==> config.mk <==
export PLATFORM = sky130hd
export DESIGN_NAME = dac_spi_writer
export DESIGN_NICKNAME = d
export VERILOG_FILES = /design/src/rtl/dac_spi_writer.sv
export SDC_FILE = /design/constraint.sdc
export NUM_CORES = 1
export LEC_CHECK = 0
export ABC_AREA = 1
export ABC_CLOCK_PERIOD_IN_PS = 1600
export CORE_MARGIN = 3
export CORE_UTILIZATION = 29
export CTS_CLUSTER_SIZE = 12
export DETAILED_ROUTE_END_ITERATION = 8
export SYNTH_ARGS = -nofsm -noshare
export SYNTH_HDL_FRONTEND = slang
export SYNTH_SLANG_ARGS = --single-unit
==> constraint.sdc <==
create_clock -name clk -period 1.6 [get_ports clk]
set_input_delay 0.4 -clock clk [delete_from_list [all_inputs] [get_ports clk]]
set_output_delay 0.4 -clock clk [all_outputs]
set_load 0.03 [all_outputs]
==> src/rtl/dac_spi_writer.sv <==
// dac_spi_writer
//
// Sends one configuration word to a DAC over a mode-0 SPI bus (MSB first),
// then returns a readback word once the frame has completed.
//
// A frame is: SETUP (cs low, first bit on MOSI, CLK_DIV cycles), FRAME_BITS
// SCLK periods of 2*CLK_DIV cycles each, HOLD (cs low, CLK_DIV cycles) and
// GAP (cs high, CS_IDLE cycles). Strobes that arrive while a frame is in
// progress are discarded and reported on drop_o.
//
// Optional feature macro: DAC_READBACK_EN
//   defined   : config_data_o receives the FRAME_BITS bits captured on MISO
//   undefined : dac_miso is unused; config_data_o echoes the transmit word
//
// Parameters
//   CLK_DIV     SCLK half-period in clk cycles (1..255)
//   FRAME_BITS  SPI frame length in bits (8..32)
//   CS_IDLE     clk cycles dac_cs_n stays high after a frame (1..255)
//
// Ports
//   clk             system clock, all logic on its rising edge
//   rst_n           synchronous active-low reset
//   config_data_i   word to send; only bits [FRAME_BITS-1:0] are transmitted
//   config_valid_i  single-cycle strobe qualifying config_data_i
//   config_ready_o  high while idle and able to accept a word
//   config_data_o   readback (or echo) word of the last completed frame
//   frame_done_o    one-cycle pulse when a frame completes
//   drop_o          one-cycle pulse when a strobe is discarded
//   dac_cs_n        SPI chip select, active low
//   dac_sclk        SPI clock, idle low
//   dac_mosi        SPI data to the DAC
//   dac_miso        SPI data from the DAC

module dac_spi_writer #(
  parameter int CLK_DIV    = 4,
  parameter int FRAME_BITS = 24,
  parameter int CS_IDLE    = 2
) (
  input  logic        clk,
  input  logic        rst_n,
  input  logic [31:0] config_data_i,
  input  logic        config_valid_i,
  output logic        config_ready_o,
  output logic [31:0] config_data_o,
  output logic        frame_done_o,
  output logic        drop_o,
  output logic        dac_cs_n,
  output logic        dac_sclk,
  output logic        dac_mosi,
  input  logic        dac_miso
);

  typedef enum logic [2:0] {
    IDLE  = 3'd0,
    SETUP = 3'd1,
    SHIFT = 3'd2,
    HOLD  = 3'd3,
    GAP   = 3'd4
  } state_t;

  localparam logic [7:0]  DIV_LAST   = 8'(CLK_DIV - 1);
  localparam logic [7:0]  GAP_LAST   = 8'(CS_IDLE - 1);
  localparam logic [4:0]  BIT_TOP    = 5'(FRAME_BITS - 1);
  localparam logic [31:0] FRAME_MASK = 32'hFFFF_FFFF >> (32 - FRAME_BITS);

  state_t      state_r;
  logic [7:0]  cnt_r;      // cycles spent in the current phase
  logic [4:0]  bit_idx_r;  // index of the bit currently on MOSI
  logic [31:0] tx_r;       // latched transmit word, zero-extended

`ifdef DAC_READBACK_EN
  logic [31:0] rx_r;       // MISO bits, shifted in MSB first
`else
  logic        unused_miso_s;
  assign unused_miso_s = dac_miso;
`endif

  // Frame sequencer: state, phase counters and all registered outputs.
  always_ff @(posedge clk) begin
    if (!rst_n) begin
      state_r        <= IDLE;
      cnt_r          <= 8'd0;
      bit_idx_r      <= 5'd0;
      tx_r           <= 32'd0;
      config_ready_o <= 1'b1;
      config_data_o  <= 32'd0;
      frame_done_o   <= 1'b0;
      drop_o         <= 1'b0;
      dac_cs_n       <= 1'b1;
      dac_sclk       <= 1'b0;
      dac_mosi       <= 1'b0;
`ifdef DAC_READBACK_EN
      rx_r           <= 32'd0;
`endif
    end else begin
      frame_done_o <= 1'b0;
      // Any strobe seen outside IDLE is discarded; the frame carries on.
      drop_o       <= (state_r != IDLE) ? config_valid_i : 1'b0;

      case (state_r)
        IDLE: begin
          if (config_valid_i) begin
            state_r        <= SETUP;
            cnt_r          <= 8'd0;
            tx_r           <= config_data_i & FRAME_MASK;
            config_ready_o <= 1'b0;
            dac_cs_n       <= 1'b0;
            dac_sclk       <= 1'b0;
            dac_mosi       <= config_data_i[FRAME_BITS-1];
`ifdef DAC_READBACK_EN
            rx_r           <= 32'd0;
`endif
          end
        end

        SETUP: begin
          if (cnt_r == DIV_LAST) begin
            // First rising SCLK edge; MISO is sampled on the same clk edge.
            state_r   <= SHIFT;
            cnt_r     <= 8'd0;
            bit_idx_r <= BIT_TOP;
            dac_sclk  <= 1'b1;
`ifdef DAC_READBACK_EN
            rx_r      <= {rx_r[30:0], dac_miso};
`endif
          end else begin
            cnt_r <= cnt_r + 8'd1;
          end
        end

        SHIFT: begin
          if (cnt_r != DIV_LAST) begin
            cnt_r <= cnt_r + 8'd1;
          end else begin
            cnt_r <= 8'd0;
            if (dac_sclk) begin
              // Falling edge: present the next bit. After bit 0 MOSI just
              // keeps its last value through the low phase.
              dac_sclk <= 1'b0;
              if (bit_idx_r != 5'd0) begin
                dac_mosi <= tx_r[bit_idx_r - 5'd1];
              end
            end else if (bit_idx_r == 5'd0) begin
              // Low phase of the last bit finished.
              state_r <= HOLD;
            end else begin
              bit_idx_r <= bit_idx_r - 5'd1;
              dac_sclk  <= 1'b1;
`ifdef DAC_READBACK_EN
              rx_r      <= {rx_r[30:0], dac_miso};
`endif
            end
          end
        end

        HOLD: begin
          if (cnt_r == DIV_LAST) begin
            state_r  <= GAP;
            cnt_r    <= 8'd0;
            dac_cs_n <= 1'b1;
          end else begin
            cnt_r <= cnt_r + 8'd1;
          end
        end

        GAP: begin
          if (cnt_r == GAP_LAST) begin
            state_r        <= IDLE;
            cnt_r          <= 8'd0;
            config_ready_o <= 1'b1;
            frame_done_o   <= 1'b1;
`ifdef DAC_READBACK_EN
            config_data_o  <= rx_r & FRAME_MASK;
`else
            config_data_o  <= tx_r;
`endif
          end else begin
            cnt_r <= cnt_r + 8'd1;
          end
        end

        default: begin
          state_r        <= IDLE;
          cnt_r          <= 8'd0;
          config_ready_o <= 1'b1;
          dac_cs_n       <= 1'b1;
          dac_sclk       <= 1'b0;
          dac_mosi       <= 1'b0;
        end
      endcase
    end
  end

endmodule

==> impl_metrics.json, run 1 <==
{
  "gr-usage-all-layers_pct": 13.4,
  "drt-wirelength-per-cell_um": 12.8,
  "grt_pass1_wl_mm": 13.6,
  "grt_max_degree": 37,
  "nets": 550,
  "cp.required_ns": 1.84,
  "die_area_mm2": 0.0123,
  "synth.area.mux_share_pct": 0,
  "cellLeakagePower_nw": 1.83,
  "synth_edf_count": 0,
  "dp_slack_ns": -0.192,
  "clock.fmax_ghz": 0.643,
  "synthAdderAreaFrac_pct": 1.18,
  "first_pass_iters": 4,
  "grt_use_met3_pct": 4.26,
  "antenna_found_initial": 0,
  "die_w_um": 111,
  "async_reset_ff_share_pct": 0,
  "grt_pass1_vias": 2812,
  "yosysTopAreaCellShare_pct": 44.0,
  "synth_common_cells": "nand2_1, dfxtp_1, nor2_1",
  "finalCritPeriodShare_pct": 97.2,
  "r2r-start": "state_r[0]",
  "cts_tree": "done",
  "diodes": 0,
  "viasPerCell": 4.64,
  "placed_area_mm2": 0.00401,
  "design_area_mm2": 0.00430,
  "p_total_w": 0.00731,
  "setup_violations": 0,
  "drc": 0,
  "drive_gt1_share_pct": 16.3,
  "hold_path_class": "flip-flop to flip-flop",
  "clk_pin_slew_ns": 0.07,
  "synth_cells": 443,
  "ys_seq_area_share_pct": 44.0,
  "globalRouteOverflowTotal": 0,
  "synthSimpleGateAreaFrac_pct": 30.4,
  "synth_xor_area_share_pct": 1.10,
  "whs_path_depth": 2,
  "ys.flop_type": "dfxtp_1",
  "path_max_fanout": 8,
  "slew_violations": 0,
  "wl_mm": 8.34,
  "grt_use_met1_pct": 17.9,
  "fin_skew_ns": 0.00893,
  "start_util_pct": 30.3,
  "yosys.cell_count.top_type": "nand2_1",
  "root_buffer": "clkbuf_8",
  "finalWorstSetupSlack_ns": 0.0452,
  "power_density_mw_per_mm2": 1700,
  "cts_buffer_depth": 2,
  "hold_viol": 0,
  "startpoint": "state_r[0]",
  "place_congestion": 0.881,
  "clock_sinks": 70,
  "drt_iter0_drc": 221,
  "yosys.area.top_type": "dfxtp_1",
  "critPathKind": "flip-flop to flip-flop",
  "syn_to_final_growth_pct": 34.9,
  "r2r_cells": 10,
  "yosys_warnings": 0,
  "post_synth_num_cell_types": 33,
  "fin_crit_ns": 1.55,
  "io_buffers": 56,
  "synth_compound_area_share_pct": 14.9,
  "status": "complete, no violations",
  "cp_data_arrival_time_ns": 1.80,
  "min_from": "dac_cs_n",
  "avgSynthCellArea_um2": 7.19,
  "hpwl_mm": 5.96,
  "syn_area_mm2": 0.00319,
  "utilization_pct": 40.9,
  "end_kind": "flip-flop",
  "cts_made_buffers": 9,
  "nFillCells": 1073,
  "clock_latency_ns": 0.34,
  "htree_levels": 3,
  "die_height_um": 111,
  "ant_nets": 0,
  "holdBufCountCts": 0,
  "core_area_mm2": 0.0105,
  "io_pins": 74,
  "placementRows": 37,
  "rsz0062_at_grt": "true",
  "maxCapViolCount": 0,
  "synth_top_family_by_area": "simple AND/OR/NAND/NOR gates",
  "busiest_layer": "met2",
  "synth_area_leaders": "dfxtp_1, nand2_1, nor2_1",
  "ys_seq_elements": 70,
  "dr_total_vias": 3016,
  "irDropWorstVdd_mv": 0.724,
  "grt_util_met2_pct": 21.2,
  "start_kind": "flip-flop"
}
[placed cells by master, fill, tap and decap left out, drive strengths merged]
| master | count |
|---|---|
| xnor2 | 2 |
| bufinv | 2 |
| ha | 3 |
| nand2 | 89 |
| inv | 31 |
| buf | 22 |
| o31ai | 1 |
| o211ai | 2 |
| o21a | 1 |
| nand4 | 2 |
| a31oi | 1 |
| conb | 8 |
| xor2 | 2 |
| clkinv | 1 |
| clkinvlp | 1 |
| a21oi | 40 |
| nor3 | 4 |
| a211oi | 2 |
| o21ai | 40 |
| or2 | 1 |
| dlygate4sd2 | 29 |
| dfxtp | 70 |
| nand3b | 1 |
| clkdlybuf4s50 | 26 |
| nor2 | 77 |
| nand3 | 46 |
| clkbuf | 10 |
[path summary, 6_finish.rpt]
check	end	slack, ns
hold / removal	dac_cs_n	0.48
setup / recovery	state_r[1]	0.05
hold reg to reg	dac_cs_n	0.48
setup reg to reg	state_r[1]	0.05
[worst max-delay path: stages, from the launching register on]
cell and delay, ns:
dfxtp_2 0.33, nor2_2 0.20, nand2_4 0.13, nand2_4 0.11
inv_2 0.06, nor2_2 0.13, a21oi_4 0.06, inv_2 0.09
nor2_4 0.05, buf_4 0.12, a211oi_2 0.18
[final cells by class]
class	count	area [um2]	share of cell area [%]
Tap cell	136	170	3.96
Sequential cell	70	1410	32.9
Clock buffer	10	138	3.20
Timing Repair Buffer	77	746	17.4
Inverter	31	124	2.88
Multi-Input combinational cell	322	1630	38.0
Clock inverter	4	72.6	1.69
[metrics by stage]
step	cells	hold slack, ns	TNS [ns]
after detailed placement	634	0.465	-2.71
after CTS	648	0.477	0
after global routing	650	0.501	-0.173
after floorplan	450	0.445	0
after global placement	634	0.457	-1.83
final	650	0.481	0
[where the power goes]
part | internal [W] | total (W) | switching, W
Clock | 0.000901 | 0.00155 | 0.000647
Sequential | 0.00203 | 0.00228 | 0.000242
Combinational | 0.00136 | 0.00349 | 0.00212
Total | 0.00430 | 0.00731 | 0.00301
[registers in the layout, indices dropped and copies added, names as in the netlist]
| register | count |
|---|---|
| bit_idx_r | 5 |
| cnt_r | 8 |
| config_data_o | 24 |
| config_ready_o | 1 |
| dac_cs_n | 1 |
| dac_mosi | 1 |
| dac_sclk | 1 |
| drop_o | 1 |
| frame_done_o | 1 |
| state_r | 3 |
| tx_r | 24 |
[kinds of logic after synthesis]
| family | count (synthesis) |
|---|---|
| xor gates and xnor gates | 4 |
| AOI/OAI and AO/OA | 87 |
| buffers and inverters | 58 |
| DFF | 70 |
| other | 1 |
| adders and majority gates | 3 |
| and+or+nand+nor | 220 |
[timing repair]
action                                  4_1_cts  5_1_grt
setup buffers                                 0        2
pin swaps                                     0       12
resized for setup                            30       30
endpoints found under the setup margin       32       11
[layer usage]
metal	vias up	part of all wire, %
li1	1559	-
met1	1361	47
met2	88	46
met3	8	6.0
met4	0	1.0
met5	-	0
Power figures use the tool's default switching activity.
==> inputs of run 2 (changes only) <==
CORE_UTILIZATION = 31   (was 29)
==> impl_metrics.json, run 2 (synthesis gave the netlist of run 1 again) <==
{
  "status": "complete, no violations",
  "fin_crit_ns": 1.54,
  "dp_cells": 627,
  "rsz0062_at_grt": "true",
  "rrSetupSlack_ns": 0.06,
  "dr_total_vias": 3061,
  "clk_pin_slew_ns": 0.08,
  "clock_sinks": 70,
  "die_area_mm2": 0.0115,
  "hpwl_mm": 5.90,
  "clock.fmax_ghz": 0.651,
  "finalCritPeriodShare_pct": 96.1,
  "antenna_found_initial": 0,
  "grt_pass1_vias": 2962,
  "start_util_pct": 32.3,
  "fin_skew_ns": 0.0179,
  "layout.cells.non_filler": 653,
  "drt_iter0_drc": 143,
  "slew_violations": 0,
  "placementRows": 36,
  "die_w_um": 107,
  "r2r_cells": 10,
  "setup_violations": 0,
  "first_pass_iters": 4,
  "drc": 0,
  "grt_use_met1_pct": 18.8,
  "busiest_layer": "met2",
  "drt-wirelength-per-cell_um": 13.0,
  "drive_gt1_share_pct": 21.9,
  "irDropWorstVdd_mv": 0.733,
  "cp_data_arrival_time_ns": 1.79,
  "r2r-start": "cnt_r[4]",
  "min_from": "tx_r[3]",
  "viasPerCell": 4.69,
  "grt_util_met2_pct": 24.8,
  "cp.required_ns": 1.85,
  "die_height_um": 107,
  "ant_nets": 0,
  "start_kind": "flip-flop",
  "final_common_cell": "nand2_1",
  "whs_path_depth": 2,
  "root_buffer": "clkbuf_8",
  "final_cell_mix": "nand2_1, nor2_1, dfxtp_1, a21oi_1",
  "io_pins": 74,
  "path_max_fanout": 3,
  "reg_top3": "config_data_o x24, tx_r x24, cnt_r x8",
  "grt_use_met3_pct": 3.84,
  "io_buffers": 56,
  "syn_to_final_growth_pct": 39.8,
  "grt_pass1_wl_mm": 13.7,
  "end_kind": "flip-flop",
  "cts_made_buffers": 9,
  "grt_max_degree": 37,
  "hold_path_class": "flip-flop to flip-flop",
  "htree_levels": 3,
  "cts_buffer_depth": 2,
  "holdBufCountCts": 0,
  "critPathKind": "flip-flop to flip-flop",
  "p_total_w": 0.00752,
  "core_area_mm2": 0.00986,
  "diodes": 0,
  "nets": 554,
  "clock_latency_ns": 0.34,
  "worstHoldEndpoint": "tx_r[3]",
  "wl_mm": 8.51,
  "hold_viol": 0,
  "r2r-end": "state_r[1]",
  "power_density_mw_per_mm2": 1690,
  "globalRouteOverflowTotal": 0,
  "cts_tree": "done",
  "place_congestion": 0.880,
  "maxCapViolCount": 0,
  "cellLeakagePower_nw": 1.88,
  "startpoint": "cnt_r[4]",
  "gr-usage-all-layers_pct": 14.9
}
run 2: per-stage QoR:
stage,instance area [um2],worst slack (ns),hold WS [ns],utilization [%],setup TNS [ns]
2_1_floorplan,3220,0.0329,0.445,-,0
3_3_place_gp,3980,-0.182,0.459,40.3,-1.67
3_5_place_dp,3980,-0.206,0.471,40.3,-3.03
4_1_cts,4150,0.00508,0.480,42.1,0
5_1_grt,4450,-0.0505,0.501,45.2,-0.160
6_report,4450,0.0628,0.476,45.2,0
run 2: critical path, stage by stage, from the launching register on:
cell      delay, ns
dfxtp_4        0.36
nor2_4         0.12
nand3_4        0.10
nor2_4         0.13
nor2_2         0.05
nor2_2         0.14
nand3_2        0.10
nor2_4         0.15
buf_6          0.12
nor2_1         0.04
a211oi_2       0.14
run 2: repair_timing:
action,4_1_cts,5_1_grt
setup endpoints to repair,33,28
gates resized for setup,31,69
buffers inserted,1,9
endpoints found under the hold margin,0,0
pin swaps,1,23
gates cloned,0,0
run 2: worst max path at each step:
| stage | endpoint | slack (ns) |
|---|---|---|
| floorplan | dac_mosi | 0.03 |
| global placement | state_r[0] | -0.18 |
| detailed placement | state_r[0] | -0.21 |
| CTS | dac_mosi | 0.005 |
| global route | state_r[1] | -0.05 |
| finish | state_r[1] | 0.06 |
run 2: where the power goes:
part / leakage (nW) / total [W] / internal, W / switching [W]
sequential: 0.576 / 0.00229 / 0.00203 / 0.000257
combinational: 1.21 / 0.00378 / 0.00153 / 0.00225
clock: 0.0931 / 0.00145 / 0.000732 / 0.000716
run 2: cell type report:
type                    count  area, um2
flip-flops and latches     70       1420
repair buffers             81        783
multi-input cells         322       1760
fillers                  1002       5410
clock inverters             6       71.3
clock buffers              10        128
inverters                  31        126
well taps                 133        166
run 2: metal layers:
| layer | wire length, um | vias to the layer above |
|---|---|---|
| met2 | 4110 | 64 |
| met3 | 395 | 7 |
| met1 | 3910 | 1414 |
| met4 | 86 | 0 |
| li1 | - | 1576 |
| met5 | 0 | - |
